File: src/rtl/status_unit_pkg.sv
// Shared definitions for the status unit: flag bit positions, condition codes,
// pending-update states and the saturating update-counter helper.
package status_unit_pkg;

  localparam int FLAG_N = 3;
  localparam int FLAG_Z = 2;
  localparam int FLAG_C = 1;
  localparam int FLAG_V = 0;

  localparam logic [3:0] COND_AL = 4'b1110;

  localparam int CNT_W = 16;

  typedef enum logic {
    IDLE = 1'b0,
    PEND = 1'b1
  } pend_state_e;

  // Increment that sticks at all-ones instead of wrapping.
  function automatic logic [CNT_W-1:0] sat_inc(input logic [CNT_W-1:0] v);
    logic [CNT_W-1:0] r;
    if (v == {CNT_W{1'b1}}) begin
      r = v;
    end else begin
      r = v + {{(CNT_W-1){1'b0}}, 1'b1};
    end
    return r;
  endfunction

endpackage

File: src/rtl/status_unit_nzcv_reg.sv
// Four-bit NZCV flag register with load enable and synchronous reset.
module nzcv_reg (
  input  logic       clk,
  input  logic       rst,
  input  logic       load,
  input  logic [3:0] d,
  output logic [3:0] q
);

  logic [3:0] sr_r;

  // Flag storage: reset clears, load captures, otherwise hold.
  always_ff @(posedge clk) begin
    if (rst) begin
      sr_r <= 4'b0000;
    end else if (load) begin
      sr_r <= d;
    end else begin
      sr_r <= sr_r;
    end
  end

  assign q = sr_r;

endmodule

File: src/rtl/status_unit.sv
// Condition-flag status unit: committed NZCV with same-cycle bypass, sticky
// overflow, pending-update tracking for the condition stage, and update count.
module status_unit
  import status_unit_pkg::*;
(
  input  logic              clk,
  input  logic              rst,
  input  logic              exe_valid,
  input  logic              exe_s,
  input  logic [3:0]        alu_nzcv,
  input  logic              freeze,
  input  logic              flush,
  input  logic [3:0]        id_cond,
  input  logic              q_clr,
  output logic              N,
  output logic              Z,
  output logic              C,
  output logic              V,
  output logic              Q,
  output logic              flag_hazard,
  output logic [CNT_W-1:0]  upd_count
);

  logic              commit_s;
  logic [3:0]        sr_s;
  logic [3:0]        flags_s;
  pend_state_e       state_r;
  pend_state_e       state_next_s;
  logic              q_r;
  logic              hazard_r;
  logic [CNT_W-1:0]  cnt_r;

  assign commit_s = exe_valid & exe_s & ~flush & ~freeze;

  nzcv_reg u_nzcv_reg (
    .clk  (clk),
    .rst  (rst),
    .load (commit_s),
    .d    (alu_nzcv),
    .q    (sr_s)
  );

  // Bypass the in-flight update to the condition stage; reset shows the register.
  always_comb begin
    flags_s = sr_s;
    if (commit_s && !rst) begin
      flags_s = alu_nzcv;
    end else begin
      flags_s = sr_s;
    end
  end

  assign N = flags_s[FLAG_N];
  assign Z = flags_s[FLAG_Z];
  assign C = flags_s[FLAG_C];
  assign V = flags_s[FLAG_V];

  // Pending-state register.
  always_ff @(posedge clk) begin
    if (rst) begin
      state_r <= IDLE;
    end else begin
      state_r <= state_next_s;
    end
  end

  // Next pending state; a back-to-back commit keeps the update in flight.
  always_comb begin
    state_next_s = state_r;
    case (state_r)
      IDLE: begin
        if (commit_s) state_next_s = PEND;
        else          state_next_s = IDLE;
      end
      PEND: begin
        if (freeze)        state_next_s = PEND;
        else if (commit_s) state_next_s = PEND;
        else               state_next_s = IDLE;
      end
      default: state_next_s = IDLE;
    endcase
  end

  // Sticky overflow: a V=1 commit wins over a simultaneous clear.
  always_ff @(posedge clk) begin
    if (rst) begin
      q_r <= 1'b0;
    end else if (commit_s && alu_nzcv[FLAG_V]) begin
      q_r <= 1'b1;
    end else if (q_clr) begin
      q_r <= 1'b0;
    end else begin
      q_r <= q_r;
    end
  end

  // Registered hazard for a conditional ID instruction stalled behind an update.
  always_ff @(posedge clk) begin
    if (rst) begin
      hazard_r <= 1'b0;
    end else begin
      hazard_r <= (state_r == PEND) & freeze & (id_cond != COND_AL);
    end
  end

  // Saturating count of committed flag updates.
  always_ff @(posedge clk) begin
    if (rst) begin
      cnt_r <= {CNT_W{1'b0}};
    end else if (commit_s) begin
      cnt_r <= sat_inc(cnt_r);
    end else begin
      cnt_r <= cnt_r;
    end
  end

  assign Q           = q_r;
  assign flag_hazard = hazard_r;
  assign upd_count   = cnt_r;

endmodule

File: config.mk
export PLATFORM = sky130hd
export DESIGN_NAME = status_unit
export DESIGN_NICKNAME = d
export VERILOG_FILES = /design/src/rtl/status_unit_pkg.sv /design/src/rtl/status_unit_nzcv_reg.sv /design/src/rtl/status_unit.sv
export SDC_FILE = /design/constraint.sdc
export NUM_CORES = 1
export LEC_CHECK = 0
export BUFFER_PORTS_ARGS = -buffer_cell sky130_fd_sc_hd__clkbuf_2
export CAP_MARGIN = 20
export CORE_MARGIN = 1
export CORE_UTILIZATION = 45
export DETAILED_ROUTE_END_ITERATION = 7
export HOLD_SLACK_MARGIN = 0.05
export PLACE_DENSITY_LB_ADDON = 0.2
export SLEW_MARGIN = 20
export SYNTH_ARGS = -nofsm -noshare
export SYNTH_HDL_FRONTEND = slang
export SYNTH_SLANG_ARGS = --single-unit
File: constraint.sdc
create_clock -name clk -period 2 [get_ports clk]
set_clock_uncertainty 0.05 [all_clocks]
set_input_delay 0.2 -clock clk [delete_from_list [all_inputs] [get_ports clk]]
set_output_delay 0.2 -clock clk [all_outputs]
set_load 0.1 [all_outputs]
==> flow_metrics.py, run 1 <==
metrics = {
    "status": {
        "outcome": "complete, no violations",
    },
    "synth": {
        "yosys_warnings": 0,
        "synth-simple-area-share": 0.277,
        "synth.ff_latch_count": 23,
        "syn_inst": 126,
        "synth_compound_area_frac": 0.189,
        "synthArstFlopShare": 0,
        "synth_xor_area_frac": 0.00819,
        "syn_area_um2": 1070,
        "yosys.area_share.adder": 0.0117,
        "yosysUniqueCellTypes": 27,
        "synthesis.nets": 142,
        "synth-edff-count": 0,
        "synth_top_family_by_area": "simple AND/OR/NAND/NOR gates",
        "ys_seq_area_frac": 0.430,
        "synth.avg_cell_area_um2": 8.49,
        "synthMuxAreaShare": 0.0515,
        "synth-main-ff-cell": "dfxtp_1",
    },
    "route": {
        "via_per_inst": 5.74,
        "wire_per_inst_um": 12.8,
        "ant_nets": 0,
        "dr.first_iter.drc_count": 9,
        "via_count": 1097,
        "wl_um": 2440,
        "drc_errors": 0,
        "drtPass1Iterations": 4,
    },
    "setup_path": {
        "startpoint_type": "flip-flop",
        "required_ns": 2.20,
        "path_max_fanout": 8,
        "cp-end-kind": "flip-flop",
        "critical_path_class": "flip-flop to flip-flop",
        "crit_arrival_ns": 2.03,
    },
    "placed_design": {
        "place_congestion": 0.833,
        "place_hpwl_um": 1840,
        "dp.cells": 187,
        "port_buffers": 36,
    },
    "clock_tree": {
        "cts.path.max_buffers": 2,
        "clock-sinks": 23,
        "cts_resized": 0,
        "cts_made_buffers": 3,
        "postCtsHoldBufs": 0,
        "cts_setup_buffers": 0,
        "worstSkewPairLatency_ns": 0.31,
        "cts_root_buf": "clkbuf_4",
        "cts.clk_slew.worst_paths_ns": 0.13,
        "cts_tree": "built",
        "htree_levels": 1,
    },
    "sta": {
        "rsz0062_at_grt": "false",
        "clock.fmax_mhz": 546,
        "hold_viol_final": 0,
        "setup_viol": 0,
        "finalCriticalPeriod_ns": 1.83,
        "worstMarginPinSlew_ns": 0.552,
        "finalCritPeriodShare": 0.916,
        "slew_headroom": 0.628,
        "maxSlewViolCount": 0,
    },
    "floorplanning": {
        "io_pins": 37,
        "core-area_um2": 2230,
        "die_h_um": 50.8,
        "initial_core_util": 0.479,
        "dieWidth_um": 50.8,
        "dieArea_um2": 2580,
        "rows": 17,
    },
    "layout": {
        "stdcell_count": 191,
        "fin_util": 0.638,
        "nNetsFinal": 180,
        "synthToLayoutAreaGrowth_pct": 33.2,
        "drive_gt1_frac": 0.405,
        "antenna_cells": 0,
    },
    "power_and_ir_drop": {
        "leakage_nw": 0.516,
        "total_power_mw": 0.745,
        "p_per_area_nw_per_um2": 523,
        "max-vdd-ir-drop_uv": 446,
    },
    "global_routing": {
        "grt_pass1_wl_um": 4020,
        "grt.overflow.total": 0,
        "antenna_found_initial": 0,
        "grt_usage": 0.208,
        "grt_max_degree": 24,
        "grt_pass1_vias": 979,
    },
    "min_path": {
        "hp-class": "input pin to flip-flop",
    },
    "run": {
        "drv_cap": 0,
    },
}
## worst max-delay path, cell delays in order (launching register included)
cell and delay, ns:
dfxtp_4 0.40, ha_4 0.16, nand3_2 0.08, or3_1 0.47, or4_1 0.49, a21oi_1 0.13
## state kept, by name (all words and copies together) (netlist names), named ones only
name          cells
flag_hazard       1
u_nzcv_reg.q      4
upd_count        16
Q                 1
## report_power, final
part	internal, mW	switching, mW	total (mW)
Clock	0.0778	0.135	0.213
Combinational	0.0298	0.0493	0.0791
Sequential	0.451	0.00240	0.453
Total	0.559	0.187	0.745
## synth_stat cells (all sizes together) (2+ instances only)
cell | number | area share
nand4 | 4 | 0.023
or4 | 6 | 0.042
buf | 3 | 0.014
clkbuf | 3 | 0.011
nand3 | 6 | 0.028
o31ai | 8 | 0.056
nor2 | 5 | 0.018
nor3 | 2 | 0.0094
a21oi | 20 | 0.094
dfxtp | 23 | 0.43
o21ai | 5 | 0.023
nand2b | 2 | 0.012
inv | 2 | 0.0070
or3 | 8 | 0.047
mux2 | 4 | 0.042
nand2 | 14 | 0.049
## worst paths after layout
check | slack [ns] | end | startpoint | cells after the start
worst max-delay path | 0.17 | upd_count[14] | upd_count[1] | 5
worst min-delay path | 0.06 | u_nzcv_reg.q[1] | alu_nzcv[1] | 3
worst max register to register | 0.17 | upd_count[14] | upd_count[1] | 5
worst min register to register | 0.42 | u_nzcv_reg.q[1] | u_nzcv_reg.q[1] | 2
## cells by family after synthesis
| group | after synthesis |
|---|---|
| AOI/OAI and AO/OA | 35 |
| xor gates and xnor gates | 1 |
| adders and majority gates | 1 |
| buffers and inverters | 8 |
| DFF | 23 |
| muxes | 5 |
| and+or+nand+nor | 53 |
## cell type report
cell class                      instances  area [µm²]
Sequential cell                        23         500
Multi-Input combinational cell         95         593
Inverter                                2        7.51
Timing Repair Buffer                   39         263
Clock buffer                            4        26.3
Tap cell                               28        35.0
Fill cell                             205         808
## cell usage in the layout, fill, tap and decap left out, types with 5 or more instances in the layout
| cell | count |
|---|---|
| dfxtp_1 | 7 |
| dfxtp_2 | 8 |
| o31ai_1 | 8 |
| or4_1 | 6 |
| nor2_1 | 5 |
| or3_1 | 8 |
| nand3_1 | 5 |
| o21ai_0 | 5 |
| a21oi_1 | 20 |
| clkbuf_2 | 32 |
| nand2_1 | 14 |
| dfxtp_4 | 8 |
## metal layers
metal | up-vias | part of all wire | track usage
met5 | - | 0 | 0
met4 | 0 | 0.012 | 0.0926
met3 | 4 | 0.042 | 0.0333
met2 | 35 | 0.48 | 0.356
met1 | 511 | 0.46 | 0.254
li1 | 547 | - | -
## per-stage QoR
stage | setup WS, ns | TNS, ns | hold slack, ns | cell area (µm²)
2_1_floorplan | -0.0254 | -0.0254 | 0.212 | 1130
3_3_place_gp | 0.202 | 0 | 0.388 | 1400
3_5_place_dp | 0.171 | 0 | 0.393 | 1400
4_1_cts | 0.172 | 0 | 0.0539 | 1430
5_1_grt | 0.108 | 0 | 0.0642 | 1430
6_report | 0.169 | 0 | 0.0572 | 1430
No activity file was read; power rests on OpenSTA's default activity.
==> inputs of run 2 (changes only) <==
--- a/config.mk
+++ b/config.mk
@@ -6,12 +6,13 @@
 export NUM_CORES = 1
 export LEC_CHECK = 0
 export BUFFER_PORTS_ARGS = -buffer_cell sky130_fd_sc_hd__clkbuf_2
-export CAP_MARGIN = 20
+export CAP_MARGIN = 15
 export CORE_MARGIN = 1
 export CORE_UTILIZATION = 45
 export DETAILED_ROUTE_END_ITERATION = 7
 export HOLD_SLACK_MARGIN = 0.05
 export PLACE_DENSITY_LB_ADDON = 0.2
+export SETUP_SLACK_MARGIN = 0.2
 export SLEW_MARGIN = 20
 export SYNTH_ARGS = -nofsm -noshare
 export SYNTH_HDL_FRONTEND = slang
==> flow_metrics.py, run 2 (same netlist as run 1, synthesis figures left out) <==
metrics = {
    "sta": {
        "slew_headroom": 0.605,
        "hold_viol_final": 0,
        "rsz0062_at_grt": "false",
        "worstMarginPinSlew_ns": 0.587,
        "finalCriticalPeriod_ns": 1.73,
        "finalCritPeriodShare": 0.865,
        "setup_viol": 0,
        "finalWorstSetupSlack_ns": 0.270,
        "clock.fmax_mhz": 578,
        "maxSlewViolCount": 0,
    },
    "setup_path": {
        "cp-end-kind": "flip-flop",
        "startpoint_type": "flip-flop",
        "crit_arrival_ns": 1.93,
        "path_max_fanout": 8,
        "required_ns": 2.20,
        "critical_path_class": "flip-flop to flip-flop",
    },
    "clock_tree": {
        "worstSkewPairLatency_ns": 0.31,
        "clock-sinks": 23,
        "cts_root_buf": "clkbuf_4",
        "cts.path.max_buffers": 2,
        "cts_tree": "built",
        "cts_made_buffers": 3,
        "cts.clk_slew.worst_paths_ns": 0.13,
        "htree_levels": 1,
    },
    "placed_design": {
        "place_congestion": 0.793,
        "dp.cells": 187,
        "place_hpwl_um": 1960,
        "port_buffers": 36,
        "dpl_worst_slack_ns": 0.107,
    },
    "layout": {
        "antenna_cells": 0,
        "largest_reg_flops": 16,
        "synthToLayoutAreaGrowth_pct": 37.4,
        "layout_common_cells": "clkbuf_2 (32), a21oi_1 (18), nand2_1 (14), dfxtp_4 (11), o31ai_1 (8)",
        "nNetsFinal": 181,
        "layout_commonest_cell": "clkbuf_2",
        "drive_gt1_frac": 0.457,
        "stdcell_count": 192,
    },
    "floorplanning": {
        "core-area_um2": 2230,
        "io_pins": 37,
        "dieArea_um2": 2580,
        "dieWidth_um": 50.8,
        "initial_core_util": 0.479,
        "die_h_um": 50.8,
        "rows": 17,
    },
    "power_and_ir_drop": {
        "leakage_nw": 0.529,
        "power_frac_seq": 0.606,
        "max-vdd-ir-drop_uv": 370,
        "p_switching_mw": 0.190,
        "p_per_area_nw_per_um2": 504,
        "comb_power_share": 0.109,
        "clkPwrFrac": 0.285,
        "swShare": 0.256,
        "total_power_mw": 0.742,
        "internal-power_mw": 0.552,
    },
    "global_routing": {
        "antenna_found_initial": 0,
        "grt_usage": 0.228,
        "grt.overflow.total": 0,
        "grt_pass1_vias": 991,
        "grt_max_degree": 24,
        "grt_pass1_wl_um": 4430,
    },
    "route": {
        "via_per_inst": 5.82,
        "wl_um": 2710,
        "wire_per_inst_um": 14.1,
        "ant_nets": 0,
        "via_count": 1117,
        "drtPass1Iterations": 4,
        "dr.first_iter.drc_count": 30,
        "drc_errors": 0,
    },
    "status": {
        "outcome": "complete, no violations",
    },
    "run": {
        "drv_cap": 0,
    },
    "min_path": {
        "hp-class": "input pin to flip-flop",
    },
}
run 2: metrics by stage:
step / TNS, ns / utilization / hold WS, ns / instance area, µm²
2_1_floorplan: -0.0248 / - / 0.212 / 1150
3_3_place_gp: 0 / 0.630 / 0.385 / 1410
3_5_place_dp: 0 / 0.630 / 0.389 / 1410
4_1_cts: 0 / 0.646 / 0.0513 / 1440
5_1_grt: 0 / 0.658 / 0.0594 / 1470
6_report: 0 / 0.658 / 0.0562 / 1470
run 2: critical path, stage by stage (launching register included):
cell and delay [ns]:
dfxtp_4 0.40, ha_4 0.16, nand3_2 0.08, or3_4 0.38
or4_4 0.49, a21oi_2 0.12
run 2: timing repair:
action	4_1_cts	5_1_grt
setup endpoints to repair	2	6
pin swaps	0	2
buffers inserted	0	1
resized for setup	2	5
hold buffers	0	0
run 2: final cells by class:
class | instances | area (µm²)
inverter | 2 | 7.51
tap | 28 | 35.0
multi-input combinational | 95 | 622
fill | 208 | 763
clock inverter | 1 | 5.00
clock buffer | 3 | 22.5
sequential | 23 | 508
timing repair buffer | 40 | 270
run 2: final timing paths:
check | startpoint | end | slack (ns) | depth (start not counted)
max reg2reg | upd_count[1] | upd_count[14] | 0.27 | 5
min | alu_nzcv[3] | u_nzcv_reg.q[3] | 0.06 | 3
max | upd_count[1] | upd_count[14] | 0.27 | 5
min reg2reg | u_nzcv_reg.q[3] | u_nzcv_reg.q[3] | 0.41 | 2
run 2: power by group through the flow:
stage	sequential, mW	combinational [mW]	clock [mW]
floorplan	0.469	0.0364	0
global placement	0.460	0.0779	0
detailed placement	0.460	0.0802	0
CTS	0.450	0.0806	0.219
global route	0.450	0.0858	0.232
finish	0.450	0.0810	0.211
run 2: metal layers:
metal | share of wire | global-route usage | up-vias | wire, µm
met1 | 0.45 | 0.273 | 530 | 1210
met3 | 0.039 | 0.0273 | 4 | 105
met4 | 0.011 | 0.102 | 0 | 30
li1 | - | - | 550 | -
met2 | 0.50 | 0.402 | 33 | 1360
met5 | 0 | 0 | - | 0
==> inputs of run 3 (changes only) <==
--- a/config.mk
+++ b/config.mk
@@ -5,10 +5,10 @@
 export SDC_FILE = /design/constraint.sdc
 export NUM_CORES = 1
 export LEC_CHECK = 0
-export BUFFER_PORTS_ARGS = -buffer_cell sky130_fd_sc_hd__clkbuf_2
+export BUFFER_PORTS_ARGS = -buffer_cell sky130_fd_sc_hd__buf_2
 export CAP_MARGIN = 15
 export CORE_MARGIN = 1
-export CORE_UTILIZATION = 45
+export CORE_UTILIZATION = 48
 export DETAILED_ROUTE_END_ITERATION = 7
 export HOLD_SLACK_MARGIN = 0.05
 export PLACE_DENSITY_LB_ADDON = 0.2
==> flow_metrics.py, run 3 (same netlist as run 1, synthesis figures left out) <==
metrics = {
    "status": {
        "outcome": "complete, no violations",
    },
    "sta": {
        "worstMarginPinSlew_ns": 0.601,
        "hold_viol_final": 0,
        "finalCritPeriodShare": 0.878,
        "setup_viol": 0,
        "whs_ns": 0.0572,
        "maxSlewViolCount": 0,
        "finalCriticalPeriod_ns": 1.76,
        "slew_headroom": 0.595,
        "rsz0062_at_grt": "true",
        "clock.fmax_mhz": 570,
    },
    "floorplanning": {
        "io_pins": 37,
        "core-area_um2": 2020,
        "die_h_um": 49.2,
        "dieArea_um2": 2420,
        "initial_core_util": 0.529,
        "rows": 16,
        "dieWidth_um": 49.2,
    },
    "placed_design": {
        "port_buffers": 36,
        "place_congestion": 0.827,
        "place_hpwl_um": 1790,
    },
    "route": {
        "wl_um": 2500,
        "drc_errors": 0,
        "drtPass1Iterations": 4,
        "dr.first_iter.drc_count": 28,
        "via_count": 1105,
        "wire_per_inst_um": 13.1,
        "via_per_inst": 5.79,
        "ant_nets": 0,
    },
    "run": {
        "drv_cap": 0,
    },
    "setup_path": {
        "startpoint_type": "flip-flop",
        "crit_arrival_ns": 1.97,
        "worstReg2RegStart": "upd_count[1]",
        "reg2reg_depth": 5,
        "critical_path_class": "flip-flop to flip-flop",
        "required_ns": 2.22,
        "r2r_setup_slack_ns": 0.24,
        "cp-end-kind": "flip-flop",
        "worstReg2RegEnd": "upd_count[14]",
        "path_max_fanout": 8,
    },
    "power_and_ir_drop": {
        "leakage_nw": 0.533,
        "total_power_mw": 0.738,
        "max-vdd-ir-drop_uv": 499,
        "p_per_area_nw_per_um2": 523,
    },
    "layout": {
        "largest_reg_flops": 16,
        "antenna_cells": 0,
        "layout_commonest_cell": "buf_2",
        "layout_common_cells": "buf_2 (36), a21oi_1 (19), nand2_1 (14), dfxtp_4 (11), o31ai_1 (8)",
        "nNetsFinal": 181,
        "drive_gt1_frac": 0.451,
        "nFillCells": 173,
        "synthToLayoutAreaGrowth_pct": 31.8,
    },
    "global_routing": {
        "grt_pass1_wl_um": 4150,
        "grt_pass1_vias": 945,
        "antenna_found_initial": 0,
        "grt.overflow.total": 0,
        "grt_usage": 0.220,
        "grtUsageMet2": 0.379,
        "grt_max_degree": 24,
        "grt-busiest-layer": "met2",
        "grtUsageMet1": 0.272,
        "use_met3": 0.0312,
    },
    "clock_tree": {
        "cts.path.max_buffers": 2,
        "htree_levels": 1,
        "clock-sinks": 23,
        "cts_tree": "built",
        "cts.clk_slew.worst_paths_ns": 0.13,
        "cts_made_buffers": 3,
        "worstSkewPairLatency_ns": 0.32,
        "cts_root_buf": "clkbuf_4",
        "postCtsHoldBufs": 0,
    },
    "min_path": {
        "hold_path_startpoint": "alu_nzcv[1]",
        "hp-class": "input pin to flip-flop",
        "holdPathEnd": "u_nzcv_reg.q[1]",
        "holdPathStages": 3,
    },
}
[run 3: cell types whose count changed in the layout (fill, tap and decap cells not counted), sizes merged]
| cell | delta |
|---|---|
| clkbuf | -32 |
| buf | +32 |
[run 3: timing repair]
item	CTS	global route
gates resized for setup	3	4
endpoints found under the setup margin	4	7
buffers inserted	0	1
pin swaps	0	2
cloned	0	0
[run 3: final cells by class]
cell class / count / area, µm² / share of cell area
flip-flops and latches: 23 / 508 / 0.360
inverters: 2 / 7.51 / 0.00532
repair buffers: 40 / 210 / 0.149
clock inverters: 1 / 5.00 / 0.00355
clock buffers: 3 / 22.5 / 0.0160
multi-input cells: 95 / 623 / 0.442
well taps: 27 / 33.8 / 0.0240
[run 3: power breakdown]
part,internal (mW),leakage (nW),total [mW],switching (mW)
Clock,0.0751,0.0177,0.217,0.142
Combinational,0.0225,0.318,0.0710,0.0485
Sequential,0.447,0.197,0.449,0.00250
[run 3: worst max-delay path, cell delays in order, from the launching register on]
cell	delay (ns)
dfxtp_4	0.40
ha_4	0.17
nand3_2	0.08
or3_4	0.37
or4_4	0.49
a21oi_2	0.13
[run 3: worst max-delay path by stage]
stage / start / end / cells past startpoint
2_1_floorplan: upd_count[1] / upd_count[14] / 6
3_3_place_gp: flush / upd_count[13] / 5
3_5_place_dp: flush / upd_count[15] / 5
4_1_cts: upd_count[1] / upd_count[14] / 5
5_1_grt: upd_count[1] / upd_count[14] / 5
6_report: upd_count[1] / upd_count[14] / 5
[run 3: routing by layer]
| layer | vias up | part of all wire |
|---|---|---|
| li1 | 550 | - |
| met1 | 519 | 0.46 |
| met2 | 31 | 0.48 |
| met3 | 5 | 0.044 |
| met4 | 0 | 0.017 |
| met5 | - | 0 |
[run 3: per-stage QoR]
step	instance area [µm²]	instances	utilization	setup TNS, ns	worst slack, ns
after floorplan	1150	126	-	-0.0248	-0.0248
after global placement	1350	186	0.665	0	0.190
after detailed placement	1350	186	0.665	0	0.113
after CTS	1390	190	0.685	0	0.193
after global routing	1410	191	0.697	0	0.191
final	1410	191	0.697	0	0.245
